==> src/rtl/if_stage_if.sv <==
// Bundle of the fetch stage's handshake and bus signals.
// master: the fetch stage itself. slave: loader, memory and hazard/branch logic.
// Handshake: there is no valid/ready pairing here. im_en is a level: while it
// is high the loader owns the memory. start is a one-cycle pulse. stall, flush
// and redirect are sampled at each rising edge. if_valid qualifies the IF/ID
// outputs, and downstream consumes them whenever it is high.
interface if_stage_if;
    logic        im_en;
    logic        start;
    logic [31:0] im_addr;
    logic [31:0] im_data;
    logic        stall;
    logic        flush;
    logic        redirect;
    logic [31:0] redirect_pc;
    logic [31:0] if_instr;
    logic [31:0] if_pc;
    logic [31:0] if_pc4;
    logic        if_valid;
    logic        fetch_active;
    logic        pc_oob;
    logic [1:0]  state_dbg;

    modport master (
        input  im_en, start, im_data, stall, flush, redirect, redirect_pc,
        output im_addr, if_instr, if_pc, if_pc4, if_valid, fetch_active,
               pc_oob, state_dbg
    );

    modport slave (
        output im_en, start, im_data, stall, flush, redirect, redirect_pc,
        input  im_addr, if_instr, if_pc, if_pc4, if_valid, fetch_active,
               pc_oob, state_dbg
    );
endinterface

==> src/rtl/if_stage.sv <==
// Instruction-fetch stage: PC register, memory address drive and the IF/ID
// pipeline register. It is frozen while the loader owns memory. It honours
// stall, flush and redirect from downstream, and halts for good once the PC
// leaves the memory range.
module if_stage #(
    parameter logic [31:0] RESET_PC = 32'h0000_0000,
    parameter logic [31:0] NOP      = 32'h0000_0000,
    parameter int          AW       = 7
) (
    input  logic      clk,
    input  logic      rst,
    if_stage_if.master bus
);

    typedef enum logic [1:0] {
        S_IDLE = 2'd0,
        S_LOAD = 2'd1,
        S_RUN  = 2'd2,
        S_HALT = 2'd3
    } state_t;

    // The PC is always kept word-aligned, so im_addr[1:0] is always 00.
    localparam logic [31:0] PC_INIT = RESET_PC & 32'hFFFF_FFFC;

    state_t      state_q, state_d;
    logic [31:0] pc_q, pc_d;
    logic [31:0] instr_q, instr_d;
    logic [31:0] ifpc_q, ifpc_d;
    logic [31:0] ifpc4_q, ifpc4_d;
    logic        valid_q, valid_d;
    logic        oob_q, oob_d;
    logic        pc_out_of_range;

    // A PC with any bit set above the word index addresses past the memory.
    assign pc_out_of_range = |pc_q[31:AW+2];

    // Next-state, PC and IF/ID update. Everything holds by default.
    always_comb begin
        state_d = state_q;
        pc_d    = pc_q;
        instr_d = instr_q;
        ifpc_d  = ifpc_q;
        ifpc4_d = ifpc4_q;
        valid_d = valid_q;
        oob_d   = oob_q;
        unique case (state_q)
            S_IDLE: begin
                if (bus.im_en) begin
                    state_d = S_LOAD;
                    pc_d    = PC_INIT;
                    instr_d = NOP;
                    valid_d = 1'b0;
                end else if (bus.start) begin
                    state_d = S_RUN;
                end
            end
            S_LOAD: begin
                pc_d    = PC_INIT;
                instr_d = NOP;
                valid_d = 1'b0;
                if (!bus.im_en) begin
                    state_d = S_RUN;
                end
            end
            S_RUN: begin
                if (bus.im_en) begin
                    state_d = S_LOAD;
                    pc_d    = PC_INIT;
                    instr_d = NOP;
                    valid_d = 1'b0;
                end else if (pc_out_of_range) begin
                    // The offending word is dropped and the PC stays frozen.
                    state_d = S_HALT;
                    oob_d   = 1'b1;
                    instr_d = NOP;
                    valid_d = 1'b0;
                end else if (bus.redirect) begin
                    // The in-flight word is on the wrong path, so it is squashed.
                    pc_d    = bus.redirect_pc & 32'hFFFF_FFFC;
                    instr_d = NOP;
                    valid_d = 1'b0;
                end else if (bus.stall) begin
                    if (bus.flush) begin
                        instr_d = NOP;
                        valid_d = 1'b0;
                    end
                end else begin
                    pc_d = pc_q + 32'd4;
                    if (bus.flush) begin
                        instr_d = NOP;
                        valid_d = 1'b0;
                    end else begin
                        instr_d = bus.im_data;
                        ifpc_d  = pc_q;
                        ifpc4_d = pc_q + 32'd4;
                        valid_d = 1'b1;
                    end
                end
            end
            S_HALT: begin
                valid_d = 1'b0;
            end
            default: begin
                state_d = S_IDLE;
            end
        endcase
    end

    // State, PC and IF/ID registers with asynchronous reset.
    always_ff @(posedge clk or posedge rst) begin
        if (rst) begin
            state_q <= S_IDLE;
            pc_q    <= PC_INIT;
            instr_q <= NOP;
            ifpc_q  <= 32'd0;
            ifpc4_q <= 32'd0;
            valid_q <= 1'b0;
            oob_q   <= 1'b0;
        end else begin
            state_q <= state_d;
            pc_q    <= pc_d;
            instr_q <= instr_d;
            ifpc_q  <= ifpc_d;
            ifpc4_q <= ifpc4_d;
            valid_q <= valid_d;
            oob_q   <= oob_d;
        end
    end

    assign bus.im_addr      = pc_q;
    assign bus.if_instr     = instr_q;
    assign bus.if_pc        = ifpc_q;
    assign bus.if_pc4       = ifpc4_q;
    assign bus.if_valid     = valid_q;
    assign bus.fetch_active = (state_q == S_RUN);
    assign bus.pc_oob       = oob_q;
    assign bus.state_dbg    = state_q;

endmodule
==> src/flat_wrapper.sv <==
// flat-port wrapper written by rule: the top's interface ports become plain ports
module if_stage_flat 
#(
    parameter logic [31:0] RESET_PC = 32'h0000_0000,
    parameter logic [31:0] NOP      = 32'h0000_0000,
    parameter int          AW       = 7
)
  (clk, rst, bus_im_en, bus_start, bus_im_data, bus_stall, bus_flush, bus_redirect, bus_redirect_pc, bus_im_addr, bus_if_instr, bus_if_pc, bus_if_pc4, bus_if_valid, bus_fetch_active, bus_pc_oob, bus_state_dbg);
  if_stage_if bus_i ();
  input  logic clk;
  input  logic rst;
  input wire logic [$bits(bus_i.im_en)-1:0] bus_im_en;
  input wire logic [$bits(bus_i.start)-1:0] bus_start;
  input wire logic [$bits(bus_i.im_data)-1:0] bus_im_data;
  input wire logic [$bits(bus_i.stall)-1:0] bus_stall;
  input wire logic [$bits(bus_i.flush)-1:0] bus_flush;
  input wire logic [$bits(bus_i.redirect)-1:0] bus_redirect;
  input wire logic [$bits(bus_i.redirect_pc)-1:0] bus_redirect_pc;
  output wire logic [$bits(bus_i.im_addr)-1:0] bus_im_addr;
  output wire logic [$bits(bus_i.if_instr)-1:0] bus_if_instr;
  output wire logic [$bits(bus_i.if_pc)-1:0] bus_if_pc;
  output wire logic [$bits(bus_i.if_pc4)-1:0] bus_if_pc4;
  output wire logic [$bits(bus_i.if_valid)-1:0] bus_if_valid;
  output wire logic [$bits(bus_i.fetch_active)-1:0] bus_fetch_active;
  output wire logic [$bits(bus_i.pc_oob)-1:0] bus_pc_oob;
  output wire logic [$bits(bus_i.state_dbg)-1:0] bus_state_dbg;
  assign bus_i.im_en = bus_im_en;
  assign bus_i.start = bus_start;
  assign bus_i.im_data = bus_im_data;
  assign bus_i.stall = bus_stall;
  assign bus_i.flush = bus_flush;
  assign bus_i.redirect = bus_redirect;
  assign bus_i.redirect_pc = bus_redirect_pc;
  assign bus_im_addr = bus_i.im_addr;
  assign bus_if_instr = bus_i.if_instr;
  assign bus_if_pc = bus_i.if_pc;
  assign bus_if_pc4 = bus_i.if_pc4;
  assign bus_if_valid = bus_i.if_valid;
  assign bus_fetch_active = bus_i.fetch_active;
  assign bus_pc_oob = bus_i.pc_oob;
  assign bus_state_dbg = bus_i.state_dbg;
  if_stage #(.RESET_PC(RESET_PC), .NOP(NOP), .AW(AW)) u_core (.clk(clk), .rst(rst), .bus(bus_i));
endmodule
==> config.mk <==
export PLATFORM = sky130hd
export DESIGN_NAME = if_stage_flat
export DESIGN_NICKNAME = d
export VERILOG_FILES = /design/src/rtl/if_stage_if.sv /design/src/rtl/if_stage.sv /design/src/flat_wrapper.sv
export SDC_FILE = /design/constraint.sdc
export NUM_CORES = 1
export LEC_CHECK = 0
export BUFFER_PORTS_ARGS = -buffer_cell sky130_fd_sc_hd__buf_2
export CAP_MARGIN = 0
export CORE_UTILIZATION = 44
export DETAILED_ROUTE_END_ITERATION = 6
export GPL_TIMING_DRIVEN = 0
export MAX_ROUTING_LAYER = met4
export PLACE_DENSITY = 0.76
export SLEW_MARGIN = 20
export SYNTH_ARGS = -nofsm -noshare
export SYNTH_HDL_FRONTEND = slang
export SYNTH_SLANG_ARGS = --single-unit
==> constraint.sdc <==
create_clock -name clk -period 4.7 [get_ports clk]
set_clock_uncertainty 0.2 [all_clocks]
set_input_delay 1.41 -clock clk [delete_from_list [all_inputs] [get_ports clk]]
set_output_delay 1.41 -clock clk [all_outputs]
set_load 0.02 [all_outputs]
==> flow_summary.toml <==
[run_status]
status = "complete, no violations"

[setup_path]
cp_cell_sequence = "buf_2 > or2b_1 > nor2_1 > nand3_4 > nor3_4 > buf_4 > mux2_2"
worstSetupPathType = "in -> reg"
path_delay_family = "simple AND/OR/NAND/NOR gates"
cp.required_ps = 4790
critPathMaxStageDelay_ps = 350
crit_path_top_delay_cell = "mux2_2"
worst-path-buf-inv = 2
arrival_ps = 3240
worstSetupStartpointType = "input pin"
path_max_fanout = 10
critPathCaptureType = "flop"

[layout]
fin_cells = 833
final_cell_area_um2 = 7250
area_delta_synth_final_pct = 34.3
seq_area_um2 = 3150
fillers = 1016
antenna_cells = 0
nNetsFinal = 749
drive_gt1_share_pct = 44.6
multi_input_area_um2 = 2030

[logic_synthesis]
netlist_instances = 450
yosysUniqueCellTypes = 58
async_flop_share_pct = 100
synth_area_um2 = 5400
ys_seq_area_share_pct = 58.4
synth_warnings = 0
synthFlopType = "dfrtp_1"
ys_seq_elements = 126
avgSynthCellArea_um2 = 12.0
synth_edf_count = 0

[placement]
placement.io_buffers = 195
dp_cells = 801
place_hpwl_mm = 9.95
gp_congestion = 0.831
placed_area_um2 = 6680

[floorplan]
fp.dieH_um = 113
core_area_um2 = 12000
die_w_um = 113
start_util_pct = 45.1
rows = 40
dieArea_um2 = 12700
ios = 204

[drt]
drtIter0Drc = 211
dr.pass1.iters = 6
viasPerCell = 5.24
vias = 4364
totalWireLength_mm = 13.4
final_antenna_net_count = 0
wl_per_cell_um = 16.1
post-route-drc-count = 0

[flow_run]
drv_cap = 0

[timing]
maxSlewHeadroom_pct = 51.8
slew_violations = 0
finalHoldViolations = 0
fin_crit_sh_pct = 67.0
whs_ps = 272
fin_setup_tns_ps = 0
rsz0062_at_grt = "no"
finalSetupViolations = 0
min_period_ps = 3150
max_freq_ghz = 0.318
worst_pin_slew_ps = 720

[clocking]
htreeDepth = 4
insertion_delay_ps = 410
cts_buffer_depth = 2
postCtsSetupBuffers = 0
cts.sinks = 126
root_buffer = "clkbuf_16"
clkTransAtPathRegs_ps = 50
numCtsBuffers = 17
cts_resized = 0
cts_hold_buf = 0
cts_tree = "done"

[global_route]
antenna_found_initial = 0
grt_pass1_wl_mm = 21.4
overflow = 0
grt_use_total_pct = 22.8
grt_pass1_vias = 4193
grt_max_degree = 37

[pwr]
peakVddDrop_v = 0.000330
power_switching_uw = 1060
sw_frac_of_total_pct = 31.8
powerDensity_nw_per_um2 = 457
combPwrFrac_pct = 25.5
p_leak_uw = 0.00399
p_int_uw = 2260
p_seq_share_pct = 36.8
clkPwrFrac_pct = 37.7

[min_path]
hold_path.class = "reg -> reg"
final cells by class:
| type | instances | area share [%] |
|---|---|---|
| clock buffer | 20 | 6.30 |
| sequential | 126 | 43.5 |
| buffer | 31 | 2.71 |
| timing repair buffer | 199 | 14.8 |
| inverter | 9 | 0.518 |
| multi-input combinational | 289 | 28.0 |
| clock inverter | 12 | 1.64 |
| tap | 147 | 2.54 |
kinds of logic after synthesis:
kind of cell,count (synthesis),synth area share (%)
AND/OR/NAND/NOR,153,16.7
adder cells (fa/ha/maj),5,1.16
buffers and inverters,40,4.26
other,1,0.0695
flip-flops,126,58.4
AO/OA/AOI/OAI,102,14.9
XOR/XNOR,6,0.974
multiplexers,17,3.48
synthesized netlist by cell type, drive strengths merged, types with 2 or more instances:
cell type  count  area (um^2)
o21ai         15         75.1
a21oi         13         65.1
and2b          4         31.3
and4           3         27.5
nor2          18         83.8
or2            2         12.5
a22o          49          470
a22oi          3         22.5
ha             5         62.6
nand4          6         37.5
nor3           7         46.3
mux2i          3         30.0
nor3b          2         15.0
a31oi          2         12.5
o41ai          4         35.0
nor4b          2         32.5
o31ai          7         52.6
nor4           4         25.0
buf           18          138
dfrtp        126         3150
xnor2          4         35.0
clkbuf        13         58.8
nand3         10         62.6
xor2           2         17.5
nand2b         4         25.0
nand2         34          128
nor2b         48          300
a2bb2oi        2         17.5
mux2          14          158
inv            9         33.8
or4            2         22.5
power groups by stage:
stage | Sequential (uW) | Clock [uW] | Combinational [uW]
floorplan | 1310 | 0 | 510
global placement | 1230 | 0 | 808
detailed placement | 1240 | 0 | 841
CTS | 1220 | 1280 | 847
global route | 1230 | 1340 | 922
finish | 1220 | 1250 | 845
routing by layer:
layer  GRT usage, %  wire length [um]  part of all wire [%]  vias up
li1               -                 -                     -     2046
met1           28.1              6010                    45     2126
met2           35.2              6350                    47      170
met3           6.16               809                   6.0       22
met4           10.1               245                   1.8        0
met5              -                 0                     0        -
placed cells by master (no fill, tap or decap), types with 7 or more instances in the layout:
cell type	instances
a21oi_1	13
a22o_1	16
a22o_2	33
buf_2	197
buf_4	12
clkbuf_1	13
clkbuf_16	17
clkinv_2	7
dfrtp_1	126
inv_1	8
mux2_2	14
nand2_1	34
nand3_1	9
nor2_1	17
nor2b_1	48
o21ai_0	14
o31ai_1	7
worst paths after layout:
path	startpoint	slack, ps	cells after the start	endpoint
setup reg to reg	u_core.bus.state_dbg[0]	1880	8	u_core.bus.if_pc[6]
hold / removal	u_core.bus.pc_oob	270	1	u_core.bus.pc_oob
min in group asynchronous	rst	770	2	u_core.bus.if_instr[24]
max in group asynchronous	rst	2850	4	u_core.bus.im_addr[18]
hold reg to reg	u_core.bus.pc_oob	270	1	u_core.bus.pc_oob
setup / recovery	bus_im_en	1550	7	u_core.bus.if_pc[6]
metrics by stage:
stage / power [uW] / setup WS (ps) / util, %
after floorplan: 1820 / 1540 / -
after global placement: 2040 / 828 / 55.0
after detailed placement: 2080 / 1090 / 55.8
after CTS: 3350 / 1540 / 60.6
after global routing: 3490 / 1440 / 60.6
final: 3320 / 1550 / 60.6
flip-flops by register name (all words and copies together), names as in the netlist:
register,cells
u_core.bus.if_instr,32
u_core.bus.if_pc,30
u_core.bus.if_pc4,30
u_core.bus.if_valid,1
u_core.bus.im_addr,30
u_core.bus.pc_oob,1
u_core.bus.state_dbg,2
Power figures use the tool's default switching activity.
